**src/rtl/dds_sweep_ctrl.sv**
```systemverilog
// Stepped-frequency sweep sequencer: walks the DDS phase increment through
// descriptor-defined linear segments, chaining descriptors without gaps.
module dds_sweep_ctrl #(
    parameter string HOLD_LAST = "TRUE"
) (
    input  logic        aclk,
    input  logic        areset,
    input  logic [95:0] s_axis_tdata,
    input  logic        s_axis_tvalid,
    output logic        s_axis_tready,
    input  logic        stop,
    output logic [31:0] pinc,
    output logic        seg_start,
    output logic        seg_last,
    output logic        busy
);

    localparam bit HOLD_EN = (HOLD_LAST == "TRUE");

    typedef enum logic {
        IDLE,
        RUN
    } state_t;

    state_t      state_reg;
    logic [31:0] pinc_reg;
    logic [31:0] step_reg;
    logic [15:0] dcnt_reg;
    logic [15:0] scnt_reg;
    logic [15:0] d_reg;
    logic        seg_start_reg;

    logic        final_cycle;
    logic        handshake;
    logic [31:0] idle_pinc;

    // Final cycle of a segment: both counters exhausted while running.
    assign final_cycle   = (state_reg == RUN) && (dcnt_reg == 16'd0) && (scnt_reg == 16'd0);
    assign s_axis_tready = ((state_reg == IDLE) || final_cycle) && !stop && !areset;
    assign handshake     = s_axis_tvalid && s_axis_tready;
    assign idle_pinc     = HOLD_EN ? pinc_reg : 32'd0;

    always_ff @(posedge aclk) begin
        if (areset) begin
            state_reg     <= IDLE;
            pinc_reg      <= 32'd0;
            step_reg      <= 32'd0;
            dcnt_reg      <= 16'd0;
            scnt_reg      <= 16'd0;
            d_reg         <= 16'd0;
            seg_start_reg <= 1'b0;
        end else begin
            seg_start_reg <= 1'b0;
            if (stop) begin
                state_reg <= IDLE;
                pinc_reg  <= idle_pinc;
            end else if (handshake) begin
                // Load from IDLE or chain straight out of a segment's final cycle.
                state_reg     <= RUN;
                pinc_reg      <= s_axis_tdata[31:0];
                step_reg      <= s_axis_tdata[63:32];
                scnt_reg      <= s_axis_tdata[79:64];
                dcnt_reg      <= s_axis_tdata[95:80];
                d_reg         <= s_axis_tdata[95:80];
                seg_start_reg <= 1'b1;
            end else if (state_reg == RUN) begin
                if (dcnt_reg != 16'd0) begin
                    dcnt_reg <= dcnt_reg - 16'd1;
                end else if (scnt_reg != 16'd0) begin
                    pinc_reg <= pinc_reg + step_reg;
                    scnt_reg <= scnt_reg - 16'd1;
                    dcnt_reg <= d_reg;
                end else begin
                    state_reg <= IDLE;
                    pinc_reg  <= idle_pinc;
                end
            end
        end
    end

    assign pinc      = pinc_reg;
    assign seg_start = seg_start_reg;
    assign seg_last  = final_cycle;
    assign busy      = (state_reg == RUN);

endmodule

```
**config.mk**
```make
export PLATFORM = sky130hd
export DESIGN_NAME = dds_sweep_ctrl
export DESIGN_NICKNAME = d
export VERILOG_FILES = /design/src/rtl/dds_sweep_ctrl.sv
export SDC_FILE = /design/constraint.sdc
export NUM_CORES = 1
export LEC_CHECK = 0
export BUFFER_PORTS_ARGS = -buffer_cell sky130_fd_sc_hd__buf_4
export CAP_MARGIN = 10
export CORE_UTILIZATION = 50
export CTS_CLUSTER_SIZE = 8
export DETAILED_ROUTE_END_ITERATION = 10
export PLACE_DENSITY = 0.74
export REMOVE_ABC_BUFFERS = 1
export SLEW_MARGIN = 20
export SYNTH_ARGS = -nofsm -noshare
export SYNTH_HDL_FRONTEND = slang
export SYNTH_SLANG_ARGS = --single-unit
```
**constraint.sdc**
```tcl
create_clock -name aclk -period 3.9 [get_ports aclk]
set_clock_uncertainty 0.15 [all_clocks]
set_input_delay 0.195 -clock aclk [delete_from_list [all_inputs] [get_ports aclk]]
set_output_delay 0.195 -clock aclk [all_outputs]
set_load 0.05 [all_outputs]
```
# Word-level counts from Yosys, hierarchy flattened
# Index checks and enable logic that the tools add are counted.
# classes
reduce_logical	19
n_mul	0
n_bitwise	2
n_addsub	3
mux	17
order_cmp	0
eq_ne	1
n_div	0
n_shift	0
# ops
cell	n
16-bit 2-to-1 mux	8
32-bit 2-to-1 mux	4
32-bit adder	1
16-bit logical NOT	2
16-bit nonzero test	2
16-bit by 1-bit subtractor with 16-bit output, second input constant	2
1-bit logical AND	5
1-bit 2-to-1 mux	5
4-bit AND reduction	1
2-bit nonzero test	2
3-bit AND reduction	1
3-bit nonzero test	1
1-bit logical NOT	2
2-bit != test, second input constant	1
1-bit NOT	2
2-bit AND reduction	1
2-bit OR reduction	1
1-bit logical OR	1
# word_totals
output_inout_bits	36
elab_cells	49
latchBits	0
romBits	0
inputBits	100
ram_bits	0
regBits	114
n_memories	0

# Longest topological paths before layout
# logic_depth
depth_word	9
depth_mapped	12

# Worst setup path after synthesis
# OpenSTA, ideal clock, no wires.
# synth_path
path_type	register to register
from	register pinc_reg[1] (netlist: pinc[1])
to	register pinc_reg[29] (netlist: pinc[29])
setup_time_ps	86
period_less_slack_ps	3060
required_time_ps	3664
t_arrival_ps	2825
path_stages_with_launch	11
path_slack_ps	840
path_cell_list	dfxtp_1 -> ha_1 -> a21o_1 -> a2111oi_0 -> o21ai_0 -> a21oi_1 -> a21oi_1 -> a21oi_1 -> o31ai_1 -> xnor2_1 -> a211oi_1
# synth_via
elab_chain_cells	5
# synth_rtl
item	line	text
from (decl)	26	logic [31:0] pinc_reg;
from (signal assigned)	56	pinc_reg <= idle_pinc;
from (signal assigned)	60	pinc_reg <= s_axis_tdata[31:0];
from (signal assigned)	70	pinc_reg <= pinc_reg + step_reg;
32-bit adder	70	
32-bit 2-to-1 mux	69	end else if (scnt_reg != 16'd0) begin
32-bit 2-to-1 mux	67	if (dcnt_reg != 16'd0) begin
32-bit 2-to-1 mux	66	end else if (state_reg == RUN) begin
32-bit 2-to-1 mux	57	end else if (handshake) begin
# No other way between the ends. The select of a mux whose other input is x is not followed.
# A chain may end at the register's enable or synchronous reset.

# Worst setup path in the final report
# layout_path
from	register pinc_reg[0] (netlist: pinc[0])
to	register pinc_reg[20] (netlist: pinc[20])
# The elaborated chain is that of the path after synthesis.

==> flow_summary.toml <==
[setup_path]
timing.rr.end = "pinc[20]"
critPathArrivalTime_ns = 3.81
ff2ff_setup_slack_ns = 0.30
crit_path_start = "pinc[0]"
crit_path_start_kind = "flip-flop"
cp.required_ns = 4.11
reg2reg_from = "pinc[0]"
critPathMaxFanout = 3
worstSetupEndpointType = "flip-flop"
crit_type = "flip-flop to flip-flop"
r2r_cells = 13

[synth]
synthSimpleGateAreaFrac_pct = 24.7
synthXorXnorAreaFrac_pct = 4.76
syn_area_per_cell_um2 = 7.64
ys_seq_elements = 114
ys.flop_type = "dfxtp_1"
synthTopCellsByArea = "dfxtp_1 (34%), nand2_1 (8.5%), a21oi_1 (6.8%)"
synth-edff-count = 0
yosysTopAreaCell = "dfxtp_1"
yosysTopAreaCellShare_pct = 33.5
synthAdderAreaFrac_pct = 6.73
synth.distinct_cells = 64
ys_async_sr_fraction_pct = 0
synthMuxAreaShare_pct = 0.147
synth_compound_area_share_pct = 25.1
synthMostInstantiatedCell = "nand2_1"
yosys_warnings = 0
syn_area_um2 = 6810
synth_top_family_by_area = "compound AO/OA/AOI/OAI gates"
synth_cells = 891
synth-seq-area-share_pct = 33.5
synthTopCellsByCount = "nand2_1 (155), dfxtp_1 (114), a21oi_1 (92)"

[layout]
drive_above_1_share_pct = 16.9
area_growth_pct = 37.2
antennaDiodeCount = 0
nets = 1222
post-route-util_pct = 70.5

[route]
dr_total_vias = 7135
ant_nets = 0
drtIter0Drc = 491
wirelength_mm = 19.1
wl_per_cell_um = 15.0
drc = 0
dr.pass1.iters = 5
viasPerCell = 5.60

[clock_network]
cts.sinks = 114
cts_buffer_depth = 2
worstSkewPairLatency_ns = 0.42
cts_buffers = 17
clk_pin_slew_ns = 0.05
htree_num_levels = 4
cts_root_buf = "clkbuf_16"
cts_tree = "built"
cts_resized = 0

[power]
power_density_nw_per_um2 = 410
ir_drop_mv = 0.348
p_leak_nw = 4.12

[die]
row_count = 42
core_area_um2 = 13200
die-height_um = 119
initial_core_util_pct = 51.4
io_pins = 136
fp.dieW_um = 119
die_area_um2 = 14100

[sta]
fin_ws_ns = 0.302
tightest_slew_ns = 0.770
rsz0062_at_grt = "false"
final.setup.tns_ns = 0
period_share_pct = 92.2
setup_violations = 0
fmaxAchievable_ghz = 0.278
whs_ns = 0.00596
finalCriticalPeriod_ns = 3.60
relSlewSlack_pct = 48.7
hold_viol_final = 0
slew_violations = 0

[grt]
use_met1_pct = 35.1
grt_max_degree = 75
met3_usage_pct = 6.13
grt_pass1_wl_mm = 31.4
grt_pass1_vias = 6609
antenna_found_initial = 0
top_usage_layer = "met2"
met2_usage_pct = 45.2
grt_use_total_pct = 27.7
gr-total-overflow = 0

[hold_path]
hold_start = "s_axis_tdata[29]"
hold_path_class = "input port to flip-flop"
min_to = "pinc[29]"
hold_path_depth = 3

[status]
status = "finished clean"

[job]
drv_cap = 0

[placement]
post-place-ws_ns = 0.560
globalplace.congestion = 0.934
io_buffer_count = 135
dpl.hpwl_mm = 12.0
==> kinds of logic (layout without fill, tap and decap cells) <==
family,count (synthesis),in the layout
AND/OR/NAND/NOR,366,366
AO/OA/AOI/OAI,266,266
flip-flops,114,114
buffers and inverters,71,277
XOR/XNOR,37,37
adder cells (fa/ha/maj),36,36
multiplexers,1,1
==> area by class of cell <==
type	instances	area, µm²
clock buffers	26	519
clock inverters	4	95.1
fillers	1070	3910
inverters	15	58.8
multi-input cells	706	4200
flip-flops and latches	114	2280
well taps	176	220
repair buffers	232	1960
==> how the worst max path moves through the flow <==
stage,endpoint,depth (start not counted)
4_1_cts,pinc[20],13
2_1_floorplan,pinc[24],6
5_1_grt,pinc[20],13
3_3_place_gp,pinc[29],10
3_5_place_dp,pinc[29],10
6_report,pinc[20],13
==> worst max-delay path: stages, from the launching register on <==
cell and delay (ns):
dfxtp_1 0.36, ha_1 0.20, inv_1 0.07, fa_1 0.39, nor2b_1 0.20, o2111ai_1 0.19
a21oi_1 0.34, nand3b_1 0.23, o21a_1 0.16, a21oi_1 0.12, xnor2_1 0.17, nand2_1 0.08
a311oi_1 0.29, dlygate4sd3_1 0.58
==> routing by layer <==
metal / up-vias / part of all wire [%]
li1: 3609 / -
met1: 3254 / 46
met2: 234 / 47
met3: 38 / 5.1
met4: 0 / 2.5
met5: - / 0
==> timing repair <==
item | in CTS | in global routing
setup buffers | 0 | 0
endpoints found under the hold margin | 98 | 0
hold buffers | 84 | 0
==> layout by cell type, fill, tap and decap left out, drive strengths merged, types with 4 or more instances in the layout <==
cell type	instances
a211o	5
a211oi	20
a21o	12
a21oi	92
a22oi	6
a311oi	20
a31oi	4
buf	148
clkbuf	26
dfxtp	114
dlygate4sd3	84
ha	35
inv	15
nand2	155
nand2b	4
nand3	27
nand3b	28
nand4	8
nor2	90
nor2b	5
nor3	25
nor4	8
o211a	5
o211ai	13
o21a	8
o21ai	51
o31ai	7
or3	4
xnor2	24
xor2	13
==> report_power, final <==
group	total [mW]	internal [mW]	switching [mW]
clock	1.62	1.10	0.519
combinational	0.905	0.402	0.503
sequential	1.30	1.24	0.0644
total	3.82	2.74	1.09
==> metrics by stage <==
stage / instance area (µm²) / instances / power, mW
finish: 9340 / 1273 / 3.82
global route: 9340 / 1273 / 4.00
CTS: 9340 / 1273 / 3.84
detailed placement: 7880 / 1159 / 2.15
global placement: 7880 / 1159 / 2.14
floorplan: 6520 / 835 / 1.89
(Power assumes the default switching activity.)
